`src/rtl/mult_div_if.sv`:
```
// Handshake/data bundle between the ID/EX stage buffer and the multi-cycle
// multiply/divide engine, plus its result path toward the EX/M buffer.
interface mult_div_if #(
  parameter int WIDTH = 16
);
  logic             start;
  logic             op;
  logic [WIDTH-1:0] a;
  logic [WIDTH-1:0] b;
  logic             flush;
  logic             busy;
  logic             done;
  logic [WIDTH-1:0] result_lo;
  logic [WIDTH-1:0] result_hi;
  logic             div_by_zero;

  modport master (
    output start, op, a, b, flush,
    input  busy, done, result_lo, result_hi, div_by_zero
  );

  modport slave (
    input  start, op, a, b, flush,
    output busy, done, result_lo, result_hi, div_by_zero
  );
endinterface

```
`src/rtl/mult_div_unit.sv`:
```
// Signed multi-cycle multiply (radix-2 shift-add) / divide (restoring) engine.
// Works on magnitudes for WIDTH iterations, then applies sign correction in FIX.
module mult_div_unit #(
  parameter int WIDTH = 16,
  parameter int CNT_W = 5
) (
  input  logic       clk,
  input  logic       reset,
  mult_div_if.slave  bus
);
  localparam int W2 = 2 * WIDTH;

  typedef enum logic [1:0] {IDLE, CALC, FIX} state_t;

  state_t           state, state_d;
  logic [W2-1:0]    acc;
  logic [WIDTH-1:0] mag_a, mag_b;
  logic             sign_a, sign_b, op_q;
  logic [CNT_W-1:0] cnt;
  logic             done_q, dbz_q;
  logic [WIDTH-1:0] res_lo_q, res_hi_q;

  logic             accept, div_zero, last_iter;
  logic [WIDTH-1:0] a_mag_in, b_mag_in;
  logic [W2-1:0]    acc_init;

  // flush outranks start while idle
  assign accept    = (state == IDLE) && bus.start && !bus.flush;
  assign div_zero  = bus.op && (bus.b == '0);
  assign last_iter = (cnt == CNT_W'(WIDTH - 1));

  always_comb begin
    a_mag_in = bus.a[WIDTH-1] ? -bus.a : bus.a;
    b_mag_in = bus.b[WIDTH-1] ? -bus.b : bus.b;
    // multiply shifts the multiplier out of the low half; divide shifts the dividend
    acc_init = bus.op ? {{WIDTH{1'b0}}, a_mag_in} : {{WIDTH{1'b0}}, b_mag_in};
  end

  // One iteration step for each operation
  logic [WIDTH:0]   mul_sum;
  logic [W2:0]      mul_wide;
  logic [W2-1:0]    mul_next;
  logic [W2-1:0]    div_sh;
  logic [WIDTH:0]   div_trial;
  logic [W2-1:0]    div_next;

  always_comb begin
    mul_sum   = {1'b0, acc[W2-1:WIDTH]} + {1'b0, mag_a};
    mul_wide  = acc[0] ? {mul_sum, acc[WIDTH-1:0]} : {1'b0, acc};
    mul_next  = mul_wide[W2:1];
    div_sh    = acc << 1;
    div_trial = {1'b0, div_sh[W2-1:WIDTH]} - {1'b0, mag_b};
    // borrow means the trial subtraction failed: restore, quotient bit 0
    div_next  = div_trial[WIDTH] ? div_sh
                                 : {div_trial[WIDTH-1:0], div_sh[WIDTH-1:1], 1'b1};
  end

  // Sign correction applied in FIX
  logic [W2-1:0]    prod_s;
  logic [WIDTH-1:0] quot_s, rem_s;

  always_comb begin
    prod_s = (sign_a ^ sign_b) ? -acc : acc;
    quot_s = (sign_a ^ sign_b) ? -acc[WIDTH-1:0] : acc[WIDTH-1:0];
    rem_s  = sign_a ? -acc[W2-1:WIDTH] : acc[W2-1:WIDTH];
  end

  always_ff @(posedge clk or posedge reset) begin
    if (reset) state <= IDLE;
    else       state <= state_d;
  end

  always_comb begin
    state_d = state;
    case (state)
      IDLE:    if (accept && !div_zero) state_d = CALC;
      CALC:    if (bus.flush)           state_d = IDLE;
               else if (last_iter)      state_d = FIX;
      FIX:     state_d = IDLE;
      default: state_d = IDLE;
    endcase
  end

  always_ff @(posedge clk or posedge reset) begin
    if (reset) begin
      acc      <= '0;
      mag_a    <= '0;
      mag_b    <= '0;
      sign_a   <= 1'b0;
      sign_b   <= 1'b0;
      op_q     <= 1'b0;
      cnt      <= '0;
      done_q   <= 1'b0;
      dbz_q    <= 1'b0;
      res_lo_q <= '0;
      res_hi_q <= '0;
    end else begin
      done_q <= 1'b0;
      case (state)
        IDLE: if (accept) begin
          if (div_zero) begin
            res_lo_q <= '1;
            res_hi_q <= bus.a;
            dbz_q    <= 1'b1;
            done_q   <= 1'b1;
          end else begin
            acc    <= acc_init;
            mag_a  <= a_mag_in;
            mag_b  <= b_mag_in;
            sign_a <= bus.a[WIDTH-1];
            sign_b <= bus.b[WIDTH-1];
            op_q   <= bus.op;
            cnt    <= '0;
          end
        end
        CALC: if (!bus.flush) begin
          acc <= op_q ? div_next : mul_next;
          cnt <= cnt + 1'b1;
        end
        FIX: if (!bus.flush) begin
          res_lo_q <= op_q ? quot_s : prod_s[WIDTH-1:0];
          res_hi_q <= op_q ? rem_s  : prod_s[W2-1:WIDTH];
          dbz_q    <= 1'b0;
          done_q   <= 1'b1;
        end
        default: ;
      endcase
    end
  end

  assign bus.busy        = (state == CALC) || (state == FIX);
  assign bus.done        = done_q;
  assign bus.result_lo   = res_lo_q;
  assign bus.result_hi   = res_hi_q;
  assign bus.div_by_zero = dbz_q;
endmodule
```
`src/flat_wrapper.sv`:
```
// flat-port wrapper written by rule: the top's interface ports become plain ports
module mult_div_unit_flat 
#(
  parameter int WIDTH = 16,
  parameter int CNT_W = 5
)
  (clk, reset, bus_start, bus_op, bus_a, bus_b, bus_flush, bus_busy, bus_done, bus_result_lo, bus_result_hi, bus_div_by_zero);
  mult_div_if #(.WIDTH(WIDTH)) bus_i ();
  input  logic clk;
  input  logic reset;
  input wire logic [$bits(bus_i.start)-1:0] bus_start;
  input wire logic [$bits(bus_i.op)-1:0] bus_op;
  input wire logic [$bits(bus_i.a)-1:0] bus_a;
  input wire logic [$bits(bus_i.b)-1:0] bus_b;
  input wire logic [$bits(bus_i.flush)-1:0] bus_flush;
  output wire logic [$bits(bus_i.busy)-1:0] bus_busy;
  output wire logic [$bits(bus_i.done)-1:0] bus_done;
  output wire logic [$bits(bus_i.result_lo)-1:0] bus_result_lo;
  output wire logic [$bits(bus_i.result_hi)-1:0] bus_result_hi;
  output wire logic [$bits(bus_i.div_by_zero)-1:0] bus_div_by_zero;
  assign bus_i.start = bus_start;
  assign bus_i.op = bus_op;
  assign bus_i.a = bus_a;
  assign bus_i.b = bus_b;
  assign bus_i.flush = bus_flush;
  assign bus_busy = bus_i.busy;
  assign bus_done = bus_i.done;
  assign bus_result_lo = bus_i.result_lo;
  assign bus_result_hi = bus_i.result_hi;
  assign bus_div_by_zero = bus_i.div_by_zero;
  mult_div_unit #(.WIDTH(WIDTH), .CNT_W(CNT_W)) u_core (.clk(clk), .reset(reset), .bus(bus_i));
endmodule
```
`config.mk`:
```
export PLATFORM = sky130hd
export DESIGN_NAME = mult_div_unit_flat
export DESIGN_NICKNAME = d
export VERILOG_FILES = /design/src/rtl/mult_div_if.sv /design/src/rtl/mult_div_unit.sv /design/src/flat_wrapper.sv
export SDC_FILE = /design/constraint.sdc
export NUM_CORES = 1
export LEC_CHECK = 0
export ABC_AREA = 1
export CAP_MARGIN = 5
export CORE_ASPECT_RATIO = 0.8
export CORE_MARGIN = 2
export CORE_UTILIZATION = 55
export CTS_CLUSTER_SIZE = 20
export DETAILED_ROUTE_END_ITERATION = 6
export GPL_ROUTABILITY_DRIVEN = 0
export MAX_ROUTING_LAYER = met4
export PLACE_DENSITY = 0.74
export SYNTH_ARGS = -nofsm -noshare
export SYNTH_HDL_FRONTEND = slang
export SYNTH_SLANG_ARGS = --single-unit
```
`constraint.sdc`:
```
create_clock -name clk -period 5.95 [get_ports clk]
set_input_delay 0.8925 -clock clk [delete_from_list [all_inputs] [get_ports clk]]
set_output_delay 0.8925 -clock clk [all_outputs]
set_load 0.02 [all_outputs]
```
# [Word level (Yosys, flattened, before mapping)]
# Index checks and enable logic that the tools add are counted.
[classes] add_sub_neg=8 n_eq_ne=10 n_mux=39 n_bitwise=2 reduce_logical=15
[ops] operator="16-bit two-way mux" n=13
[ops] operator="32-bit two-way mux" n=6
[ops] operator="16-bit negator" n=4
[ops] operator="16-bit case mux with 2 select lines" n=2
[ops] operator="32-bit case mux with 2 select lines" n=1
[ops] operator="33-bit two-way mux" n=1
[ops] operator="32-bit negator" n=1
[ops] operator="16-bit by 16-bit adder with 17-bit output" n=1
[ops] operator="16-bit by 16-bit subtractor with 17-bit output" n=1
[ops] operator="16-bit zero test" n=1
[ops] operator="5-bit two-way mux" n=3
[ops] operator="5-bit case mux with 2 select lines" n=1
[ops] operator="2-bit != test (second input constant)" n=4
[ops] operator="4-bit AND reduction" n=2
[ops] operator="1-bit two-way mux" n=6
[ops] operator="2-bit two-way mux" n=3
[ops] operator="5-bit by 1-bit adder with 5-bit output (second input constant)" n=1
[ops] operator="5-bit by 4-bit equality test with 1-bit output (second input constant)" n=1
[ops] operator="1-bit logical AND" n=4
[ops] operator="2-bit by 1-bit != test with 1-bit output (second input constant)" n=2
[ops] operator="1-bit case mux with 2 select lines" n=2
[ops] operator="2-bit case mux with 2 select lines" n=1
[ops] operator="2-bit nonzero test" n=2
[ops] operator="3-bit by 2-bit != test with 1-bit output (second input constant)" n=1
[ops] operator="9 further kinds" n=10
[totals] regBits=108 out_inout_bits=35

# [Depth between registers and ports, before layout]
[depth] word_depth=6 depth_mapped=17

# [Least setup slack after synthesis]
# OpenSTA, ideal clock, no wires.
[synth_timing] kind="input to register" start="input port bus_b[0]" end="register u_core.acc[3]" setup_time_ns=0.118 arrival_time_ns=2.109 setup_slack_ns=3.723 stages=12 path_cell_list="inv_1 > ha_1 > nand3_1 > nor2_1 > nand3_1 > nand2_2 > nand2_2 > o21ai_4 > inv_2 > buf_6 > nand2_1 > o21ai_2"
[synth_via] elab_chain_len=6 word_cells_on_any_way=10 classes_between="add/sub: 1; eq/ne: 1; mux: 5; reduce/logical: 3"
[synth_lines] item="from (decl)" line_no="flat_wrapper.sv:14" rtl="input wire logic [$bits(bus_i.b)-1:0] bus_b;"
[synth_lines] item="16-bit negator" line_no="mult_div_unit.sv:34" rtl="b_mag_in = bus.b[WIDTH-1] ? -bus.b : bus.b;"
[synth_lines] item="16-bit two-way mux" line_no="mult_div_unit.sv:34"
[synth_lines] item="16-bit two-way mux" line_no="mult_div_unit.sv:36" rtl="acc_init = bus.op ? {{WIDTH{1'b0}}, a_mag_in} : {{WIDTH{1'b0}}, b_mag_in};"
[synth_lines] item="32-bit two-way mux" line_no="mult_div_unit.sv:101" rtl="if (div_zero) begin"
[synth_lines] item="32-bit two-way mux" line_no="mult_div_unit.sv:100" rtl="IDLE: if (accept) begin"
[synth_lines] item="32-bit case mux with 2 select lines" line_no="mult_div_unit.sv:99" rtl="case (state)"
[synth_lines] item="to (signal assigned)" line_no="mult_div_unit.sv:107" rtl="acc <= acc_init;"
[synth_lines] item="to (signal assigned)" line_no="mult_div_unit.sv:117" rtl="acc <= op_q ? div_next : mul_next;"
[synth_lines] item="to (decl)" line_no="mult_div_unit.sv:16" rtl="logic [W2-1:0] acc;"
# Parallel ways exist; a longest one is shown, timed or not. The select of a mux whose other input is x is not followed.
# A chain may end at the register's enable or synchronous reset.

# [Final worst setup path]
[layout_timing] start="input port bus_b[15]" end="register u_core.acc[5]"
[layout_via] elab_chain_len=5 word_cells_on_any_way=9 classes_between="eq/ne: 1; mux: 5; reduce/logical: 3"
[layout_lines] item="16-bit two-way mux" line_no="mult_div_unit.sv:34"
[layout_lines] item="16-bit two-way mux" line_no="mult_div_unit.sv:36"
[layout_lines] item="32-bit two-way mux" line_no="mult_div_unit.sv:101"
[layout_lines] item="32-bit two-way mux" line_no="mult_div_unit.sv:100"
[layout_lines] item="32-bit case mux with 2 select lines" line_no="mult_div_unit.sv:99"
# Parallel ways exist; a longest one is shown, timed or not. The select of a mux whose other input is x is not followed.

==> run_results.csv <==
group,metric,value,unit
power_and_ir_drop,pwr_density_cell,554.9,nW/um2
floorplanning,start_util,0.5617,
layout,area_growth,11.33,%
layout,final_common_cell,"nand2_1",
yosys,yosysSeqAreaShare,0.2907,
yosys,synth_nets,1559,
placement,dp_hpwl,23.20,mm
timing,fmax,0.2757,GHz
global_routing,grt_use_total,0.3455,
cts,cts_buffer_depth,2,
setup_path,cp.required,6.20,ns
layout,layout_common_cells,"466 x nand2_1, 199 x inv_1, 169 x nand3_1",
yosys,yosysTopAreaCell,"dfrtp_1",
yosys,netlist.area_leader.share,0.2907,
route,vias,9891,
yosys,synth-edff-count,0,
timing,finalSetupViolCount,0,
flow_run,cap_violations,0,
route,ant_nets,0,
yosys,avgSynthCellArea,6.291,um2
min_path,hold_path_class,"flip-flop to flip-flop",
yosys,synthTopCellsByArea,"dfrtp_1 29%, nand2_1 19%, nand3_1 9.1%",
yosys,synth-main-ff-cell,"dfrtp_1",
cts,cts_tree,"done",
timing,finalClockSkew,0.01357,ns
timing,final-max-slew-violation-count,0,
route,vias_per_cell,5.678,
floorplanning,coreArea,16550,um2
timing,min_period,3.627,ns
cts,ctsHoldBuffers,0,
global_routing,grt_pass1_wl,46.75,mm
layout,final_layout_size_suffix_gt1_frac,0.03614,
global_routing,grt-ovfl-total,0,
route,wirelength,29.34,mm
cts,clk_pin_slew,0.08,ns
floorplanning,ios,72,
yosys,synth.distinct_cells,42,
layout,nets,1598,
floorplanning,die_x,149.4,um
setup_path,arrival,3.88,ns
yosys,synth_area,9298,um2
yosys,yosysWarnings,0,
yosys,ys_seq_elements,108,
timing,worst_pin_slew,1.196,ns
floorplanning,die_y,120.3,um
setup_path,path_max_fanout,43,
route,drtPass1Iterations,6,
timing,slew_headroom,0.2026,
cts,root_buffer,"clkbuf_16",
layout,diodes,0,
cts,post-cts-setup-buffer-count,0,
cts,clock_sinks,108,
setup_path,end_kind,"flip-flop",
cts,cts_made_buffers,9,
global_routing,antenna_found_initial,0,
power_and_ir_drop,power,5.744,mW
route,drt_iter0_drc,1122,
route,drc_errors,0,
route,wl_per_cell,16.84,um
global_routing,grt_max_degree,61,
timing,fin_tns_setup,0,ns
global_routing,grt_pass1_vias,8647,
cts,cts_resized,0,
yosys,async_reset_ff_frac,1.000,
cts,htreeDepth,3,
setup_path,cp-start-kind,"primary input",
timing,rsz0062_at_grt,"false",
floorplanning,fp-row-count,42,
floorplanning,die_area,17970,um2
placement,io_buffers,71,
timing,fin_crit_sh,0.6096,
yosys,synthCells,1478,
setup_path,worstSetupPathType,"primary input to flip-flop",
power_and_ir_drop,ir_drop,0.3846,mV
power_and_ir_drop,p_leak,5.334,nW
status,status,"finished, final reports clean",
timing,hold_viol_final,0,
cts,clk_latency,0.37,ns
cells by family after synthesis:
kind of cell,count (synthesis),synth area share
xor gates and xnor gates,24,0.02261
adders and majority gates,44,0.06083
AOI/OAI and AO/OA,226,0.1385
and+or+nand+nor,820,0.3738
DFF,108,0.2907
buffers and inverters,256,0.1136
critical path, cell delays in order:
cell and delay [ns]:
clkdlybuf4s50_1 0.77, inv_4 0.24, nand3_1 0.09, nor2_1 0.12
nand3_1 0.13, nand2_2 0.45, nand2_2 0.15, o21ai_4 0.43
inv_2 0.33, nand2_1 0.20, o21ai_2 0.07
state kept, by name (all words and copies together), names as in the netlist:
name                    count
u_core.bus.div_by_zero      1
u_core.bus.result_lo       16
u_core.cnt                  5
u_core.sign_b               1
u_core.bus.done             1
u_core.bus.result_hi       16
u_core.mag_a               16
u_core.mag_b               16
u_core.acc                 32
u_core.op_q                 1
u_core.sign_a               1
u_core.state                2
synthesized netlist by cell type, drive strengths merged (2+ instances only):
master / number
nor2: 125
o31ai: 3
ha: 42
a2bb2oi: 6
fa: 2
a21oi: 81
xnor2: 6
clkinv: 2
nand2: 474
nand4: 24
clkbuf: 16
a22oi: 2
dfrtp: 108
and2: 6
a31oi: 19
o21a: 3
nor3: 7
xor2: 18
o211ai: 3
a21boi: 8
buf: 29
nand3b: 8
o21ai: 98
nand3: 170
inv: 209
or2: 6
layout make-up:
type	instances	area (um2)
fill	1599	6202
multi-input combinational	1114	5539
sequential	108	2703
inverter	211	798.3
timing repair buffer	73	725.7
tap	220	275.3
clock buffer	11	242.7
clock inverter	5	67.56
worst paths after layout:
kind	start	endpoint	slack [ns]	cells after the start
min in group asynchronous	reset	u_core.state[1]	0.97	2
max in group asynchronous	reset	u_core.bus.result_hi[11]	3.78	3
hold / removal	u_core.bus.result_hi[2]	u_core.bus.result_hi[2]	0.48	2
setup reg to reg	u_core.state[1]	u_core.acc[5]	2.66	8
hold reg to reg	u_core.bus.result_hi[2]	u_core.bus.result_hi[2]	0.48	2
setup / recovery	bus_b[15]	u_core.acc[5]	2.32	11
per-layer routing:
metal  GRT usage  up-vias  part of all wire
met5           -        -                 0
met3     0.06642       54              0.11
met1      0.5099     4451              0.46
met2      0.4868      542              0.41
li1            -     4844                 -
met4     0.08631        0             0.027
power breakdown:
group,switching [mW],internal (mW),leakage (nW)
Clock,0.297,0.345,0.152
Sequential,0.377,1.06,1.29
Combinational,2.39,1.28,3.89
Total,3.07,2.68,5.33
through the flow:
stage	hold slack, ns	setup WS (ns)	util	area, um2	cells
after floorplan	0.4530	2.212	-	9298	1478
after global placement	0.4631	2.104	0.6066	10040	1726
after detailed placement	0.4658	2.000	0.6066	10040	1726
after CTS	0.4837	2.384	0.6253	10350	1742
after global routing	0.5007	2.035	0.6253	10350	1742
final	0.4775	2.323	0.6253	10350	1742
(Power assumes the default switching activity.)
